[src/rtl/data_mem_pkg.sv]
// Shared definitions for the MEM-stage data memory requester.
// State encoding, default timeout and the read value returned on timeout.
package data_mem_pkg;

   typedef enum logic [1:0] {
      StIdle = 2'd0,
      StWait = 2'd1,
      StDone = 2'd2
   } state_e;

   localparam int unsigned TIMEOUT_DEFAULT = 15;
   localparam logic [31:0] ERR_RDATA       = 32'h0;

   function automatic logic is_word_aligned(input logic [1:0] lsb);
      return lsb == 2'b00;
   endfunction

endpackage

[src/rtl/req_timer.sv]
// Wait-cycle counter for an outstanding memory request.
// Saturates at TIMEOUT; expired_o flags the cycle in which the count reaches TIMEOUT.
module req_timer
   import data_mem_pkg::*;
#(
   parameter int unsigned TIMEOUT = TIMEOUT_DEFAULT,
   parameter int unsigned TO_W    = 8
) (
   input  logic clk_i,
   input  logic rst_i,
   input  logic clear_i,
   input  logic en_i,
   output logic expired_o
);

   localparam logic [TO_W-1:0] Limit   = TO_W'(TIMEOUT);
   localparam logic [TO_W-1:0] LastCnt = TO_W'(TIMEOUT - 1);

   logic [TO_W-1:0] cnt_q, cnt_d;

   always_comb begin
      cnt_d = cnt_q;
      if (clear_i) begin
         cnt_d = '0;
      end else if (en_i && (cnt_q < Limit)) begin
         cnt_d = cnt_q + 1'b1;
      end
   end

   // The increment taking place this cycle is the one that reaches TIMEOUT.
   assign expired_o = en_i && (cnt_q >= LastCnt);

   always_ff @(posedge clk_i or posedge rst_i) begin
      if (rst_i) begin
         cnt_q <= '0;
      end else begin
         cnt_q <= cnt_d;
      end
   end

endmodule

[src/rtl/data_mem_requester.sv]
// MEM-stage data memory initiator: turns level read/write controls into a registered
// req/ack transaction, stalls the pipeline meanwhile, flags misalignment and timeouts.
module data_mem_requester
   import data_mem_pkg::*;
#(
   parameter int unsigned TIMEOUT = TIMEOUT_DEFAULT,
   parameter int unsigned TO_W    = 8
) (
   input  logic        clk_i,
   input  logic        rst_i,
   input  logic [31:0] addr_i,
   input  logic [31:0] writedata_i,
   input  logic        memread_i,
   input  logic        memwrite_i,
   output logic [31:0] readdata_o,
   output logic        stall_o,
   output logic        err_o,
   output logic        mem_req_o,
   output logic        mem_we_o,
   output logic [31:0] mem_addr_o,
   output logic [31:0] mem_wdata_o,
   input  logic        mem_ack_i,
   input  logic [31:0] mem_rdata_i
);

   state_e      state_q, state_d;
   logic        mem_req_q, mem_req_d;
   logic        mem_we_q, mem_we_d;
   logic [31:0] mem_addr_q, mem_addr_d;
   logic [31:0] mem_wdata_q, mem_wdata_d;
   logic [31:0] readdata_q, readdata_d;
   logic        err_q, err_d;

   logic        req_present;
   logic        timer_clear;
   logic        timer_en;
   logic        timer_expired;

   assign req_present = memread_i | memwrite_i;
   assign timer_en    = (state_q == StWait);

   req_timer #(
      .TIMEOUT (TIMEOUT),
      .TO_W    (TO_W)
   ) u_req_timer (
      .clk_i     (clk_i),
      .rst_i     (rst_i),
      .clear_i   (timer_clear),
      .en_i      (timer_en),
      .expired_o (timer_expired)
   );

   always_comb begin
      state_d     = state_q;
      mem_req_d   = mem_req_q;
      mem_we_d    = mem_we_q;
      mem_addr_d  = mem_addr_q;
      mem_wdata_d = mem_wdata_q;
      readdata_d  = readdata_q;
      err_d       = 1'b0;
      timer_clear = 1'b0;

      unique case (state_q)
         StIdle: begin
            if (req_present) begin
               if (is_word_aligned(addr_i[1:0])) begin
                  mem_addr_d  = {addr_i[31:2], 2'b00};
                  mem_wdata_d = writedata_i;
                  mem_we_d    = memwrite_i;
                  mem_req_d   = 1'b1;
                  timer_clear = 1'b1;
                  state_d     = StWait;
               end else begin
                  err_d   = 1'b1;
                  state_d = StDone;
               end
            end
         end
         StWait: begin
            // An ack in the expiry cycle still completes the access cleanly.
            if (mem_ack_i) begin
               if (!mem_we_q) begin
                  readdata_d = mem_rdata_i;
               end
               mem_req_d = 1'b0;
               state_d   = StDone;
            end else if (timer_expired) begin
               if (!mem_we_q) begin
                  readdata_d = ERR_RDATA;
               end
               mem_req_d = 1'b0;
               err_d     = 1'b1;
               state_d   = StDone;
            end
         end
         StDone: begin
            state_d = StIdle;
         end
         default: begin
            mem_req_d = 1'b0;
            state_d   = StIdle;
         end
      endcase
   end

   always_ff @(posedge clk_i or posedge rst_i) begin
      if (rst_i) begin
         state_q     <= StIdle;
         mem_req_q   <= 1'b0;
         mem_we_q    <= 1'b0;
         mem_addr_q  <= 32'h0;
         mem_wdata_q <= 32'h0;
         readdata_q  <= 32'h0;
         err_q       <= 1'b0;
      end else begin
         state_q     <= state_d;
         mem_req_q   <= mem_req_d;
         mem_we_q    <= mem_we_d;
         mem_addr_q  <= mem_addr_d;
         mem_wdata_q <= mem_wdata_d;
         readdata_q  <= readdata_d;
         err_q       <= err_d;
      end
   end

   assign stall_o     = ((state_q == StIdle) && req_present) || (state_q == StWait);
   assign readdata_o  = readdata_q;
   assign err_o       = err_q;
   assign mem_req_o   = mem_req_q;
   assign mem_we_o    = mem_we_q;
   assign mem_addr_o  = mem_addr_q;
   assign mem_wdata_o = mem_wdata_q;

endmodule

[config.mk]
export PLATFORM = sky130hd
export DESIGN_NAME = data_mem_requester
export DESIGN_NICKNAME = d
export VERILOG_FILES = /design/src/rtl/data_mem_pkg.sv /design/src/rtl/req_timer.sv /design/src/rtl/data_mem_requester.sv
export SDC_FILE = /design/constraint.sdc
export NUM_CORES = 1
export LEC_CHECK = 0
export CELL_PAD_IN_SITES_DETAIL_PLACEMENT = 1
export CELL_PAD_IN_SITES_GLOBAL_PLACEMENT = 2
export CORE_MARGIN = 3
export CORE_UTILIZATION = 26
export CTS_CLUSTER_SIZE = 28
export DETAILED_ROUTE_END_ITERATION = 10
export MAX_ROUTING_LAYER = met4
export PLACE_DENSITY = 0.84
export SYNTH_ARGS = -nofsm -noshare
export SYNTH_HDL_FRONTEND = slang
export SYNTH_HIERARCHICAL = 1
export SYNTH_SLANG_ARGS = --single-unit
[constraint.sdc]
create_clock -name clk_i -period 3.94 [get_ports clk_i]
set_input_delay 0.788 -clock clk_i [delete_from_list [all_inputs] [get_ports clk_i]]
set_output_delay 0.788 -clock clk_i [all_outputs]
set_load 0.05 [all_outputs]
==> results of run 1 <==
placed cells by master, fill, tap and decap left out, types with 2 or more instances in the layout:
cell type and instances:
clkdlybuf4s50_1 198, dfrtp_1 107, mux2_1 40, inv_1 36, nand2_1 32, mux2i_1 32
mux2_2 23, clkbuf_16 9, nor2_1 6, buf_4 6, nor2b_1 4, a31oi_1 3
nand2b_1 2, o21ai_0 2, nor3_1 2, conb_1 2, clkbuf_8 2, inv_6 2
bufinv_16 2, a211oi_1 2, ha_1 2
per-stage QoR:
stage                     instances  hold slack, ns  utilization, %  area [um2]
after floorplan                 329          0.5051               -        4402
after global placement          732          0.4667           40.54        6580
after detailed placement        732          0.4756           40.54        6580
after CTS                       748          0.4918           42.61        6915
after global routing            748          0.5055           42.61        6915
final                           748          0.4857           42.61        6915
worst register-to-register path, stage by stage, from the launching register on:
cell and delay (ns):
dfrtp_1 0.46, nand2b_1 0.26, inv_1 0.23, a21boi_0 0.41
nor2_1 0.16, nor3_4 0.13, buf_4 0.50, mux2i_1 0.30
area by class of cell:
class / count / area (um2) / area share, %
clock buffers: 11 / 252.7 / 3.655
clock inverters: 5 / 82.58 / 1.194
inverters: 37 / 141.4 / 2.045
multi-input cells: 168 / 1464 / 21.17
flip-flops and latches: 107 / 2678 / 38.72
well taps: 216 / 270.3 / 3.908
repair buffers: 204 / 2027 / 29.31
power groups by stage:
stage	sequential, uW	combinational (uW)	clock [uW]
finish	1830	3270	1000
detailed placement	1860	3310	0
CTS	1840	3320	1040
global route	1900	3410	1080
floorplan	3410	494	0
global placement	1820	3250	0
registers in the layout, summed over array words and instances (netlist names):
signal,cells
mem_wdata_o,32
u_req_timer/cnt_q,8
err_o,1
state_q,2
mem_we_o,1
mem_addr_o,30
readdata_o,32
mem_req_o,1
cells by family (layout without fill, tap and decap cells):
| family | after synthesis | count (layout) |
|---|---|---|
| AO/OA/AOI/OAI | 12 | 12 |
| other | 1 | 2 |
| adder cells (fa/ha/maj) | 2 | 2 |
| multiplexers | 96 | 96 |
| AND/OR/NAND/NOR | 56 | 56 |
| flip-flops | 107 | 107 |
| buffers and inverters | 54 | 257 |
how the worst min path moves through the flow:
stage                     slack (ns)  cells after the start                          endpoint                             start
after floorplan                 0.51                      1  u_req_timer/cnt_q[2]$_DFFE_PP0P_  u_req_timer/cnt_q[2]$_DFFE_PP0P_
after global placement          0.47                      1        mem_addr_o[26]$_DFFE_PP0P_        mem_addr_o[26]$_DFFE_PP0P_
after detailed placement        0.48                      1        mem_wdata_o[3]$_DFFE_PP0P_        mem_wdata_o[3]$_DFFE_PP0P_
after CTS                       0.49                      1        mem_wdata_o[3]$_DFFE_PP0P_        mem_wdata_o[3]$_DFFE_PP0P_
after global routing            0.51                      1        mem_wdata_o[9]$_DFFE_PP0P_        mem_wdata_o[9]$_DFFE_PP0P_
final                           0.49                      1        mem_wdata_o[3]$_DFFE_PP0P_        mem_wdata_o[3]$_DFFE_PP0P_
metal layers:
layer / wire length [um] / GRT usage [%]
met1: 4843 / 15.19
met2: 6945 / 25.95
met3: 668 / 3.072
met4: 143 / 4.087
met5: 0 / -
==> summary.txt, run 1 <==
Setup path
  • Cell chain of the critical path: clkdlybuf4s50_1, nor3_1, nor2_1, clkdlybuf4s50_1
  • FF-to-FF path depth: 7
  • Largest stage delay on the critical path: ~0.8 ns
  • Critical-path maximum fanout: 3
  • Worst r2r src: state_q[1]$_DFFE_PP0P_
  • Worst path buffer plus inverter count: 2
  • CP required: 3.15 ns
  • Largest delay share family, worst path: buffers and inverters
  • CP startpoint: memwrite_i
  • WP data arrival: 2.27 ns
  • CP Class: primary input to primary output
  • Levels on crit path: 4
  • Critical Path Most Common Cell: clkdlybuf4s50_1
  • Crit. End Element: primary output
  • Crit path capture: stall_o
  • Kind of start point of the critical path: primary input
  • Max stage delay cell, worst path: clkdlybuf4s50_1
  • Reg2reg setup slack: 1.39 ns
  • RR Endpoint: readdata_o[15]$_DFFE_PP0P_

Global route
  • Pin count of the biggest net entering global routing: between 80 and 90
  • Total GRT Usage: 14.10%
  • First-pass GRT wire length: 19830 um
  • Total grt overflow: 0
  • Vias in the first global route: 3700
  • Initial antenna violation count: 0

Detailed routing
  • DRT Pass-1 Iters: 4
  • DRT iter0 DRCs: 94
  • WL per Instance: 16.84 um
  • WL final: 12600 um
  • DRC violations left: 0
  • Routed Antenna Nets: 0
  • Vias/cell: between 4 and 5
  • Vias: roughly 3200

Yosys
  • Register area share after synthesis: 60.88%
  • Post-synthesis compound-gate area fraction: 1.849%
  • Mean Syn Cell Area: 13.41 um2
  • Leading post-synthesis cells by cell area: dfrtp_1 (61%), mux2_1 (10%), mux2i_1 (7.3%)
  • Most common cell in the synthesized netlist: dfrtp_1
  • Commonest cells post-synth: dfrtp_1 (107), mux2_1 (40), inv_1 (37)
  • Synth Area in XOR/XNOR: 0%
  • Cells after Synth: 328
  • Post-synth EDFFs: 0
  • Main synth FF type: dfrtp_1
  • Yosys top cell area share: 60.88%
  • Largest family of logic cells by synthesized area: multiplexers
  • YS warnings: 6
  • Cell taking the most area after synthesis: dfrtp_1
  • Mapped Area: ~0.0044 mm2
  • Netlist cell types: 35
  • Yosys reg bits: 107
  • Post-synthesis adder-cell area fraction: 0.5690%
  • Synth Area in Simple Gates: under 10%
  • Post-synth ARST share: 100.0%
  • Multiplexer share of the synthesized area: 23.76%

Die
  • Initial Utilization: 27.10%
  • # rows: 46
  • DIE AREA: approximately 0.019 mm2
  • Overall die width: about 140 um
  • Num ports: 201
  • Chip Height: between 100 and 150 um
  • Core Area: 0.01623 mm2

Power
  • Total power: 6100 uW
  • Peak supply drop: roughly 0.43 mV
  • Static Leak: ~0.0029 uW
  • Power share of the sequential group: 30.0%
  • Comb power frac: 53.6%
  • Pwr Density: 882.0 mW/mm2
  • Sw Ratio: 46.16%
  • Clk pwr share: 16.4%
  • Pint: 3284 uW
  • P_sw: 2816 uW

Clock tree
  • Clock Path Buffers: 2
  • Postcts setup bufs: 0
  • Clk Latency, worst-skew pair: between 0.3 and 0.4 ns
  • CTS Buf Count: 9
  • CTS resizes: 0
  • TritonCTS clock tree: done
  • Clock-pin slew on the worst setup and hold paths: 0.07 ns
  • Htree depth: 3
  • Root buf cell: clkbuf_16
  • CTS sink cnt: 107
  • Hold Buf Count CTS: 0

STA
  • Post-layout min period: 3.061 ns
  • Max transition margin: 27.88%
  • Clk_skew: 0.01141 ns
  • RSZ-0062 raised after global routing: false
  • Worst-Margin Slew: between 1 and 1.5 ns
  • Pins Over Slew Limit: 0
  • Setup TNS: 0 ns
  • Peak Freq: 326.7 MHz
  • Final hold violations: 0
  • Setup violators final: 0
  • Fin crit share: 77.70%
  • Final WS setup: approximately 0.88 ns

Run status
  • Outcome: complete, no violations

Flow run
  • Max Cap Violations: 0

Placement
  • RePlAce Congestion: 0.7027
  • Post-place setup slack: 0.8745 ns
  • Post-DP HPWL: ~9500 um
  • Input/output buffers: a little under 200

Layout
  • Antenna diode count: 0
  • Area Overhead vs Synth: 57.24%
  • Fill count: 1735
  • Share of cells above drive strength 1: 9.586%
  • Net count, final: 630

Hold path
  • Hold Path Class: flip-flop to flip-flop
Note: power is estimated with default switching activity, not from simulation.
==> inputs of run 2 (changes only) <==
==> constraint.sdc (replaced) <==
create_clock -name clk_i -period 3.1 [get_ports clk_i]
set_input_delay 0.62 -clock clk_i [delete_from_list [all_inputs] [get_ports clk_i]]
set_output_delay 0.62 -clock clk_i [all_outputs]
set_load 0.05 [all_outputs]
==> run 2 against run 1 <==
Net effect:
- global-route usage about the same
- worst hold slack worse by 0.0018 ns
- non-clock buffer count unchanged
- die area unchanged
- first-iteration DRC count up 11%
- core utilization down 0.15 points
- final cell count down 0.13%
- combinational power up 27%
- via count down 0.68%
- clock power up 11%
- sequential share of layout area up 0.14 points
- critical endpoint unchanged
==> summary.txt, run 2 (same netlist as run 1, synthesis figures left out) <==
Die
  • Overall die width: 136.1 um (unchanged)
  • Core Area: 0.01623 mm2 (unchanged)
  • Initial Utilization: 27.10% (unchanged)
  • Chip Height: 136.1 um (unchanged)
  • Num ports: 201 (unchanged)
  • # rows: 46 (unchanged)
  • DIE AREA: 0.01851 mm2 (unchanged)

Global route
  • Total grt overflow: 0 (unchanged)
  • Total GRT Usage: 14.06% (-0.050 points)
  • Pin count of the biggest net entering global routing: 54 (-38%)
  • First-pass GRT wire length: 19660 um (-0.87%)
  • Vias in the first global route: 3681 (-0.51%)
  • Initial antenna violation count: 0 (unchanged)

Clock tree
  • TritonCTS clock tree: done
  • Hold Buf Count CTS: 0 (unchanged)
  • CTS sink cnt: 107 (unchanged)
  • Clock-pin slew on the worst setup and hold paths: 0.07 ns (about the same)
  • CTS Buf Count: 9 (unchanged)
  • Htree depth: 3 (unchanged)
  • Root buf cell: clkbuf_16
  • Clk Latency, worst-skew pair: 0.34 ns (about the same)
  • CTS resizes: 0 (unchanged)
  • Postcts setup bufs: 0 (unchanged)
  • Clock Path Buffers: 2 (unchanged)

Layout
  • Antenna diode count: 0 (unchanged)
  • Net count, final: 630 (unchanged)
  • Most frequent cells in the layout: clkdlybuf4s50_1 (198), dfrtp_1 (107), mux2_1 (40)
  • Share of cells above drive strength 1: 9.228% (-0.36 points)
  • Finished Layout Cells: 747 (-0.13%)
  • Area Overhead vs Synth: 56.67%
  • Most common cell after layout, fill and taps aside: clkdlybuf4s50_1
  • Design area: 0.006890 mm2 (-0.36%)
  • Utilization after layout: 42.45% (-0.15 points)
  • Fill count: 1700 (-2.0%)

Setup path
  • WP data arrival: 2.08 ns (-0.19 ns)
  • Reg2reg setup slack: 0.57 ns (-0.82 ns)
  • Crit path capture: stall_o
  • CP Class: primary input to primary output
  • Critical-path maximum fanout: 3 (unchanged)
  • CP required: 2.48 ns (-0.67 ns)
  • Worst r2r src: state_q[1]$_DFFE_PP0P_
  • CP startpoint: memwrite_i
  • Kind of start point of the critical path: primary input
  • RR Endpoint: readdata_o[28]$_DFFE_PP0P_
  • FF-to-FF path depth: 7 (unchanged)
  • Crit. End Element: primary output

Hold path
  • Hold Path Class: flip-flop to flip-flop

Placement
  • Post-place setup slack: 0.3897 ns (-0.4848 ns)
  • Post-DP HPWL: 9422 um (-1.3%)
  • Input/output buffers: 198 (unchanged)
  • RePlAce Congestion: 0.7009 (-0.26%)
  • DP Area: 0.006606 mm2 (+0.40%)
  • Placed cells: 732 (unchanged)

Detailed routing
  • WL per Instance: 16.56 um (-1.7%)
  • DRT Pass-1 Iters: 4 (unchanged)
  • WL final: 12370 um (-1.8%)
  • DRT iter0 DRCs: 104 (+11%)
  • Routed Antenna Nets: 0 (unchanged)
  • Vias: 3196 (-0.68%)
  • DRC violations left: 0 (unchanged)
  • Vias/cell: 4.278 (-0.55%)

Run status
  • Outcome: complete, no violations

STA
  • Peak Freq: 370.1 MHz
  • Setup TNS: 0 ns (unchanged)
  • Post-layout min period: 2.702 ns
  • Final hold violations: 0 (unchanged)
  • Max transition margin: 61.18% (+33 points)
  • Fin crit share: 87.17%
  • Pins Over Slew Limit: 0 (unchanged)
  • Worst-Margin Slew: 0.5823 ns (-0.4994 ns)
  • Setup violators final: 0 (unchanged)
  • Clk_skew: 0.008759 ns (-0.002649 ns)
  • Final WS setup: 0.3978 ns (-0.4810 ns)
  • RSZ-0062 raised after global routing: false

Power
  • Static Leak: 0.002890 uW (-0.99%)
  • Peak supply drop: 0.5869 mV (+37%)
  • Pwr Density: 1102 mW/mm2 (+25%)

Flow run
  • Max Cap Violations: 0 (unchanged)
## run 2: cell types whose count changed in the layout (fill, tap and decap cells not counted), sizes merged
cell	previous run	this run
clkinvlp	0	3
inv	39	36
bufinv	2	1
clkbuf	11	10
clkinv	1	2
## run 2: critical path: stages
cell,delay [ns]
clkdlybuf4s50_1,0.50
nor3_1,0.07
nor2_1,0.09
clkdlybuf4s50_1,0.81
## run 2: worst min path at each step
stage | cells past startpoint | endpoint | start | slack (ns)
final | 1 | mem_wdata_o[13]$_DFFE_PP0P_ | mem_wdata_o[13]$_DFFE_PP0P_ | 0.48
after global routing | 1 | mem_addr_o[29]$_DFFE_PP0P_ | mem_addr_o[29]$_DFFE_PP0P_ | 0.51
after CTS | 1 | mem_wdata_o[13]$_DFFE_PP0P_ | mem_wdata_o[13]$_DFFE_PP0P_ | 0.49
after detailed placement | 1 | mem_wdata_o[13]$_DFFE_PP0P_ | mem_wdata_o[13]$_DFFE_PP0P_ | 0.48
after global placement | 1 | mem_addr_o[24]$_DFFE_PP0P_ | mem_addr_o[24]$_DFFE_PP0P_ | 0.47
after floorplan | 1 | u_req_timer/cnt_q[0]$_DFFE_PP0P_ | rst_i | 0.44
## run 2: per-stage QoR
| stage | power, uW | hold slack (ns) |
|---|---|---|
| floorplan | 4963 | 0.4357 |
| finish | 7591 | 0.4838 |
| global placement | 6457 | 0.4695 |
| detailed placement | 6561 | 0.4759 |
| CTS | 7717 | 0.4920 |
| global route | 7989 | 0.5063 |
## run 2: layout make-up
type	instances	area [um2]	area share, %
timing repair buffer	204	2052	29.78
multi-input combinational	168	1464	21.25
clock inverter	5	55.05	0.7990
sequential	107	2678	38.86
tap	216	270.3	3.922
clock buffer	10	229.0	3.323
inverter	37	142.6	2.070
## run 2: report_power, final
part,internal [uW],switching (uW)
clock,620,490
combinational,1430,2720
sequential,1990,345
total,4040,3550
## run 2: per-layer routing
metal	track usage [%]	share of wire [%]	up-vias
li1	-	-	1478
met1	15.62	39	1578
met2	24.49	51	127
met3	3.627	7.4	13
met4	4.871	1.7	0
met5	-	0	-
==> inputs of run 3 (changes only) <==
==> constraint.sdc (replaced) <==
create_clock -name clk_i -period 3.1 [get_ports clk_i]
set_input_delay 0.62 -clock clk_i [delete_from_list [all_inputs] [get_ports clk_i]]
set_output_delay 0.62 -clock clk_i [all_outputs]
set_load 0.02 [all_outputs]
==> run 3 against run 2 <==
Net effect:
- register-to-register slack better by 0.02 ns
- sequential power about the same
- fmax is 7.7% higher
- highest routed layer unchanged
==> summary.txt, run 3 (same netlist as run 1, synthesis figures left out) <==
Run status
  • Outcome: complete, no violations

STA
  • Setup violators final: 0 (unchanged)
  • Post-layout min period: 2.508 ns (-0.1938 ns)
  • Max transition margin: 61.09% (-0.094 points)
  • Setup TNS: 0 ns (unchanged)
  • Clk_skew: 0.006463 ns (-0.002296 ns)
  • Worst-Margin Slew: 0.5837 ns (+0.001415 ns)
  • Hold slack: 0.4835 ns (-0.0003850 ns)
  • Fin crit share: 80.92% (-6.3 points)
  • Pins Over Slew Limit: 0 (unchanged)
  • Peak Freq: 398.7 MHz (+7.7%)
  • RSZ-0062 raised after global routing: false
  • Final hold violations: 0 (unchanged)

Die
  • Core Area: 0.01623 mm2 (unchanged)
  • # rows: 46 (unchanged)
  • DIE AREA: 0.01851 mm2 (unchanged)
  • Overall die width: 136.1 um (unchanged)
  • Num ports: 201 (unchanged)
  • Initial Utilization: 27.10% (unchanged)
  • Chip Height: 136.1 um (unchanged)

Power
  • Peak supply drop: 0.3479 mV (-41%)
  • P_sw: 2221 uW (-37%)
  • Sw Ratio: 35.41% (-11 points)
  • Pint: 4050 uW (+0.22%)
  • Clk pwr share: 18.0% (+3.4 points)
  • Power share of the sequential group: 37.2% (+6.4 points)
  • Static Leak: 0.002905 uW (+0.53%)
  • Pwr Density: 908.2 mW/mm2 (-18%)
  • Comb power frac: 44.8% (-9.8 points)

Setup path
  • Worst path buffer plus inverter count: 2 (unchanged)
  • Largest delay share family, worst path: buffers and inverters
  • CP required: 3.36 ns (+0.88 ns)
  • Critical-path maximum fanout: 32 (+29)
  • Max stage delay cell, worst path: buf_4
  • Kind of start point of the critical path: flip-flop
  • WP data arrival: 2.77 ns (+0.69 ns)
  • CP Class: flip-flop to flip-flop
  • Cell chain of the critical path: nand2b_1, inv_1, a21boi_0, nor2_1, nor3_4, buf_4, mux2i_1
  • Largest stage delay on the critical path: 0.52 ns (-0.29 ns)
  • Crit. End Element: flip-flop

Clock tree
  • Clock-pin slew on the worst setup and hold paths: 0.07 ns (about the same)
  • CTS Buf Count: 9 (unchanged)
  • Postcts setup bufs: 0 (unchanged)
  • Clk Latency, worst-skew pair: 0.34 ns (about the same)
  • CTS resizes: 0 (unchanged)
  • TritonCTS clock tree: done
  • CTS sink cnt: 107 (unchanged)
  • Htree depth: 3 (unchanged)
  • Hold Buf Count CTS: 0 (unchanged)
  • Clock Path Buffers: 2 (unchanged)
  • Root buf cell: clkbuf_16

Global route
  • First-pass GRT wire length: 19650 um (about the same)
  • GR Layer Usage met3: 4.182% (+0.56 points)
  • Vias in the first global route: 3666 (-0.41%)
  • Total GRT Usage: 14.11% (+0.053 points)
  • Global Route met2 Usage: 24.08% (-0.41 points)
  • Met1 Use GR: 15.63% (+0.017 points)
  • Pin count of the biggest net entering global routing: 54 (unchanged)
  • Initial antenna violation count: 0 (unchanged)
  • GRT busiest layer: met2
  • Total grt overflow: 0 (unchanged)

Detailed routing
  • DRC violations left: 0 (unchanged)
  • Routed Antenna Nets: 0 (unchanged)
  • WL final: 12420 um (+0.42%)
  • DRT iter0 DRCs: 121 (+16%)
  • DRT Pass-1 Iters: 4 (unchanged)
  • Vias: 3230 (+1.1%)
  • WL per Instance: 16.61 um (+0.29%)
  • Vias/cell: 4.318 (+0.93%)

Layout
  • Net count, final: 630 (unchanged)
  • Most frequent cells in the layout: clkdlybuf4s50_1 (198), dfrtp_1 (107), mux2_1 (40)
  • Design area: 0.006904 mm2 (+0.20%)
  • Share of cells above drive strength 1: 9.586% (+0.36 points)
  • Finished Layout Cells: 748 (+0.13%)
  • Fill count: 1702 (+0.12%)
  • Area Overhead vs Synth: 56.98%
  • Multi-input logic area: 0.001464 mm2 (unchanged)
  • Register area: 0.002678 mm2 (unchanged)
  • Most common cell after layout, fill and taps aside: clkdlybuf4s50_1
  • Antenna diode count: 0 (unchanged)

Placement
  • Post-DP HPWL: 9320 um (-1.1%)
  • RePlAce Congestion: 0.7145 (+1.9%)
  • Placed cells: 732 (unchanged)
  • Input/output buffers: 198 (unchanged)
  • DP Area: 0.006606 mm2 (unchanged)

Hold path
  • Hold Path Class: flip-flop to flip-flop

Flow run
  • Max Cap Violations: 0 (unchanged)
## run 3: power groups by stage
stage                     logic (uW)  registers (uW)  clock network, uW
final                           2810            2330               1130
after global routing            3000            2420               1250
after CTS                       2860            2350               1190
after detailed placement        2850            2360                  0
after global placement          2790            2330                  0
after floorplan                  615            3030                  0
## run 3: layout make-up
type / count / share of cell area, %
Clock buffer: 12 / 3.860
Clock inverter: 4 / 0.4531
Inverter: 37 / 2.066
Multi-Input combinational cell: 168 / 21.20
Sequential cell: 107 / 38.78
Tap cell: 216 / 3.914
Timing Repair Buffer: 204 / 29.72
## run 3: metrics by stage
stage	util (%)	total power, uW	setup slack, ns
after floorplan	-	3641	1.192
after global placement	40.70	5122	0.5935
after detailed placement	40.70	5217	0.5764
after CTS	42.54	6401	0.5677
after global routing	42.54	6673	0.3667
final	42.54	6270	0.5916
## run 3: per-layer routing
| metal | share of wire (%) | routed length [um] |
|---|---|---|
| met4 | 1.8 | 229 |
| met2 | 51 | 6310 |
| met1 | 40 | 4929 |
| met5 | 0 | 0 |
| met3 | 7.7 | 954 |
## run 3: final timing paths
path	start	endpoint	slack (ns)	cells past startpoint
min in group asynchronous	rst_i	u_req_timer/cnt_q[6]$_DFFE_PP0P_	0.62	2
setup / recovery	state_q[1]$_DFFE_PP0P_	readdata_o[17]$_DFFE_PP0P_	0.59	7
hold / removal	mem_wdata_o[9]$_DFFE_PP0P_	mem_wdata_o[9]$_DFFE_PP0P_	0.48	1
max in group asynchronous	rst_i	readdata_o[22]$_DFFE_PP0P_	1.67	3
hold reg to reg	mem_wdata_o[9]$_DFFE_PP0P_	mem_wdata_o[9]$_DFFE_PP0P_	0.48	1
setup reg to reg	state_q[1]$_DFFE_PP0P_	readdata_o[17]$_DFFE_PP0P_	0.59	7
## run 3: worst reg2reg max path: stages, from the launching register on
cell and delay (ns):
dfrtp_1 0.45, nand2b_1 0.25, inv_1 0.23, a21boi_0 0.40
nor2_1 0.16, nor3_4 0.14, buf_4 0.52, mux2i_1 0.28
